## src/rtl/cla_pkg.sv

```systemverilog
// Shared constants and types for the sequential carry-lookahead adder.
package cla_pkg;

  localparam int unsigned SLICE_W = 4;

  typedef enum logic [1:0] {
    IDLE = 2'd0,
    RUN  = 2'd1,
    DONE = 2'd2
  } cla_state_t;

endpackage

```

## src/rtl/cla_slice4.sv

```systemverilog
// Combinational 4-bit carry-lookahead slice; all carries are flat sum-of-products.
module cla_slice4
  import cla_pkg::*;
(
  input  logic [SLICE_W-1:0] a,
  input  logic [SLICE_W-1:0] b,
  input  logic               cin,
  output logic [SLICE_W-1:0] sum,
  output logic               cout
);

  logic [SLICE_W-1:0] p;
  logic [SLICE_W-1:0] g;
  logic [SLICE_W:1]   c;

  assign p = a ^ b;
  assign g = a & b;

  assign c[1] = g[0] | (p[0] & cin);
  assign c[2] = g[1] | (p[1] & g[0]) | (p[1] & p[0] & cin);
  assign c[3] = g[2] | (p[2] & g[1]) | (p[2] & p[1] & g[0])
              | (p[2] & p[1] & p[0] & cin);
  assign c[4] = g[3] | (p[3] & g[2]) | (p[3] & p[2] & g[1])
              | (p[3] & p[2] & p[1] & g[0]) | (p[3] & p[2] & p[1] & p[0] & cin);

  assign sum  = p ^ {c[3], c[2], c[1], cin};
  assign cout = c[4];

endmodule

```

## src/rtl/cla_seq_adder.sv

```systemverilog
// WIDTH-bit adder that walks one shared 4-bit lookahead slice over the operands,
// least-significant nibble first, with valid/ready on both sides.
module cla_seq_adder
  import cla_pkg::*;
#(
  parameter int unsigned WIDTH = 16
) (
  input  logic             clk,
  input  logic             rst,
  input  logic             in_valid,
  output logic             in_ready,
  input  logic [WIDTH-1:0] a,
  input  logic [WIDTH-1:0] b,
  input  logic             cin,
  output logic             out_valid,
  input  logic             out_ready,
  output logic [WIDTH-1:0] sum,
  output logic             cout,
  output logic             busy
);

  localparam int unsigned NSLICE = WIDTH / SLICE_W;
  localparam int unsigned IDX_W  = (NSLICE > 1) ? $clog2(NSLICE) : 1;

  generate
    if ((WIDTH < SLICE_W) || ((WIDTH % SLICE_W) != 0)) begin : g_bad_width
      $error("cla_seq_adder: WIDTH must be a multiple of 4 and at least 4");
    end
  endgenerate

  cla_state_t         state_q, state_d;
  logic [IDX_W-1:0]   idx_q, idx_d;
  logic [WIDTH-1:0]   a_q, a_d;
  logic [WIDTH-1:0]   b_q, b_d;
  logic [WIDTH-1:0]   sum_q, sum_d;
  logic               carry_q, carry_d;
  logic               cout_q, cout_d;

  logic [SLICE_W-1:0] sl_a;
  logic [SLICE_W-1:0] sl_b;
  logic [SLICE_W-1:0] sl_sum;
  logic               sl_cout;

  assign sl_a = a_q[idx_q*SLICE_W +: SLICE_W];
  assign sl_b = b_q[idx_q*SLICE_W +: SLICE_W];

  cla_slice4 u_slice (
    .a    (sl_a),
    .b    (sl_b),
    .cin  (carry_q),
    .sum  (sl_sum),
    .cout (sl_cout)
  );

  // Next-state and datapath update
  always_comb begin
    state_d = state_q;
    idx_d   = idx_q;
    a_d     = a_q;
    b_d     = b_q;
    sum_d   = sum_q;
    carry_d = carry_q;
    cout_d  = cout_q;
    case (state_q)
      IDLE: begin
        if (in_valid) begin
          a_d     = a;
          b_d     = b;
          carry_d = cin;
          idx_d   = '0;
          sum_d   = '0;
          state_d = RUN;
        end
      end
      RUN: begin
        sum_d[idx_q*SLICE_W +: SLICE_W] = sl_sum;
        carry_d = sl_cout;
        if (idx_q == IDX_W'(NSLICE - 1)) begin
          cout_d  = sl_cout;
          state_d = DONE;
        end else begin
          idx_d = idx_q + IDX_W'(1);
        end
      end
      DONE: begin
        if (out_ready) state_d = IDLE;
      end
      default: state_d = IDLE;
    endcase
  end

  always_ff @(posedge clk) begin
    if (rst) begin
      state_q <= IDLE;
      idx_q   <= '0;
      a_q     <= '0;
      b_q     <= '0;
      sum_q   <= '0;
      carry_q <= 1'b0;
      cout_q  <= 1'b0;
    end else begin
      state_q <= state_d;
      idx_q   <= idx_d;
      a_q     <= a_d;
      b_q     <= b_d;
      sum_q   <= sum_d;
      carry_q <= carry_d;
      cout_q  <= cout_d;
    end
  end

  assign in_ready  = (state_q == IDLE);
  assign out_valid = (state_q == DONE);
  assign busy      = (state_q != IDLE);
  assign sum       = sum_q;
  assign cout      = cout_q;

endmodule

```

## config.mk

```make
export PLATFORM = sky130hd
export DESIGN_NAME = cla_seq_adder
export DESIGN_NICKNAME = d
export VERILOG_FILES = /design/src/rtl/cla_pkg.sv /design/src/rtl/cla_slice4.sv /design/src/rtl/cla_seq_adder.sv
export SDC_FILE = /design/constraint.sdc
export NUM_CORES = 1
export LEC_CHECK = 0
export CORE_ASPECT_RATIO = 0.7
export CORE_MARGIN = 5
export CORE_UTILIZATION = 45
export DETAILED_ROUTE_END_ITERATION = 6
export GPL_TIMING_DRIVEN = 0
export PLACE_DENSITY = 0.76
export SYNTH_ARGS = -nofsm -noshare
export SYNTH_HDL_FRONTEND = slang
export SYNTH_SLANG_ARGS = --single-unit
```

## constraint.sdc

```tcl
create_clock -name clk -period 2.1 [get_ports clk]
set_input_delay 0.21 -clock clk [delete_from_list [all_inputs] [get_ports clk]]
set_output_delay 0.21 -clock clk [all_outputs]
set_load 0.005 [all_outputs]
```

==> impl_metrics.py <==
metrics = {
    "outcome": {
        "status": "finished with violations",
        "violations": "negative setup slack",
    },
    "min_path": {
        "min-delay-path-class": "input pin to flop",
    },
    "pwr": {
        "vdd.ir_drop.worst_mv": 0.382,
        "cellPowerDensity_nw_per_um2": 647,
        "power_leakage_nw": 1.30,
    },
    "clock_network": {
        "clock_buffers_created_by_tritoncts": 5,
        "clk_latency_ps": 320,
        "cts_sinks": 54,
        "htree_levels": 2,
        "cts_tree": "done",
        "ctsRootBufferMaster": "sky130_fd_sc_hd__clkbuf_8",
        "cts-hold-fix-buffers": 0,
        "clockBufferDepth": 2,
        "cts.reportedPaths.clkPinSlew_ps": 100,
    },
    "routing": {
        "drt_first_pass_iters": 4,
        "initialDrtViolationCount": 140,
        "detailed_route_drc_error_count": 0,
        "vias": 2230,
        "wl_per_cell_um": 15.5,
        "post_drt_via_cell_ratio": 5.30,
        "drt-total-wl_um": 6510,
        "route.antenna.remaining_nets": 0,
    },
    "sta": {
        "final.period_utilization_pct": 101,
        "worst_slew_pin_slew_ps": 602,
        "hold-worst-slack_ps": 340,
        "slew_violations": 0,
        "layout_setup_ws_ps": -23.4,
        "finalHoldViolations": 0,
        "setup_viol": 4,
        "finalWorstPathRequiredPeriod_ps": 2120,
        "clock_skew_ps": 8.22,
        "max_freq_mhz": 471,
        "grt_setup_unrepaired": "yes",
        "max-slew-margin-rel_pct": 59.9,
    },
    "placed_design": {
        "io_buffers": 55,
        "dp.cells": 403,
        "dp_hpwl_um": 4670,
        "detailedPlace.worstSlack_ps": -267,
        "dpl_cell_area_sq_um": 3190,
        "gp_routability_congestion": 0.802,
    },
    "layout": {
        "final_core_utilization_pct": 66.4,
        "share_of_cells_above_drive_strength_1_pct": 20.1,
        "instances_no_fill": 421,
        "flow.area_growth_from_synthesis_pct": 41.1,
        "finish.instance_area_sq_um": 3530,
        "num-nets-final": 395,
        "antennaDiodeCount": 0,
    },
    "yosys": {
        "synth_flop_cell": "sky130_fd_sc_hd__dfxtp_1",
        "synth.most_common_cell": "sky130_fd_sc_hd__nand2_1",
        "post_synth_net_total": 323,
        "netlist_area_sq_um": 2500,
        "synth_warnings": 0,
        "async_reset_ff_share_pct": 0,
        "synth_top_cells_by_area": "sky130_fd_sc_hd__dfxtp_1, sky130_fd_sc_hd__nand2_1, sky130_fd_sc_hd__a21oi_1",
        "ys_types": 45,
        "post-synth-top-area-cell": "sky130_fd_sc_hd__dfxtp_1",
        "count_of_state_elements_after_synthesis": 54,
        "synth_edf_count": 0,
        "avgSynthCellArea_sq_um": 9.06,
        "synth_common_cells": "sky130_fd_sc_hd__nand2_1, sky130_fd_sc_hd__dfxtp_1, sky130_fd_sc_hd__a21oi_1, sky130_fd_sc_hd__nor2_1, sky130_fd_sc_hd__a22oi_1",
        "postSynthCellCount": 276,
        "synth.top_cell.area_share_pct": 43.2,
        "synth_sequential_area_ratio_pct": 43.2,
    },
    "die": {
        "design.core.area_sq_um": 5310,
        "core.rowCount": 22,
        "design.die.area_sq_um": 7170,
        "top_level_ports": 57,
        "floorplan.initialDensity_pct": 47.1,
        "die_w_um": 99.1,
        "die-height_um": 72.4,
    },
    "worst_setup_path": {
        "cp_slowest_stage_delay_ps": 580,
        "cp_data_required_time_ps": 2340,
        "worstSetupEndpointType": "flop",
        "worst_ep_arrival_time_ps": 2360,
        "timing.critical_path.from_type": "flop",
        "path_buf_inv": 0,
        "worst_path_max_delay_cell": "sky130_fd_sc_hd__mux4_2",
        "timing.critical_path.max_delay_family": "compound AO/OA/AOI/OAI gates",
        "critPathKind": "flop to flop",
        "cell_by_cell_trace_of_the_critical_path": "mux4_2 > ha_4 > a211oi_4 > o21bai_4 > xnor2_4 > o31ai_2",
        "critPathMaxFanout": 4,
    },
    "global_route": {
        "antenna_violations_before_repair": 0,
        "grt_overflow": 0,
        "grt_pass1_vias": 2218,
        "grt.total_usage_pct": 18.4,
        "grt_pass1_wl_um": 10500,
        "grt_start_max_net_pins": 19,
    },
    "flow_run": {
        "max_cap_violations": 0,
    },
}
sequential cells by signal, indices dropped and copies added (netlist names):
name,cells
b_q,16
state_q,2
a_q,16
carry_q,1
cout,1
sum,16
idx_q,2
what timing repair did:
item / CTS / global route
resized for setup: 15 / 12
endpoints found under the setup margin: 16 / 14
buffers inserted: 7 / 4
pin swaps: 11 / 14
logic make-up after synthesis:
kind of cell    synth area share [%]
simple gates                    20.5
fa+ha+maj                       5.30
flops                           43.2
buf+inv                         4.70
mux                             7.35
compound gates                  18.0
xor+xnor                        1.00
cells in the final DEF, fill, tap and decap left out, drive strengths merged, types with 2 or more instances in the layout:
master	count
clkdlybuf4s50	55
buf	20
a21oi	34
nor2	19
nand2b	2
inv	7
clkbuf	13
a21o	4
nand3b	4
a32oi	4
ha	9
o31ai	4
dfxtp	54
a211oi	4
o21bai	3
a22oi	12
mux4	8
nand3	3
and3	3
nand2	71
layer usage:
layer	GRT usage [%]	vias up	share of wire, %
met5	0	-	0
met4	6.21	0	1.7
met3	4.51	13	8.5
met2	29.2	88	45
met1	24.7	1035	44
li1	-	1094	-
through the flow:
step	setup TNS [ps]	power [mW]
floorplan	0	1.34
detailed placement	-2790	1.50
CTS	-309	2.26
global route	-799	2.38
finish	-30.2	2.28
global placement	-2210	1.48
power by group:
part	internal, mW	switching, mW
combinational	0.226	0.222
sequential	1.07	0.0298
clock	0.364	0.372
cell type report:
class / instances / area [sq um]
Timing Repair Buffer: 66 / 653
Clock buffer: 5 / 68.8
Multi-Input combinational cell: 198 / 1460
Buffer: 17 / 97.6
Sequential cell: 54 / 1090
Inverter: 6 / 22.5
Fill cell: 422 / 1780
Clock inverter: 3 / 48.8
Tap cell: 72 / 90.1
final timing paths:
path,start,end,slack (ps),depth (start not counted)
min,rst,a_q[3],340,2
max reg2reg,idx_q[1],sum[7],-20,6
min reg2reg,a_q[9],a_q[9],460,2
max,idx_q[1],sum[7],-20,6
(Power assumes the default switching activity.)
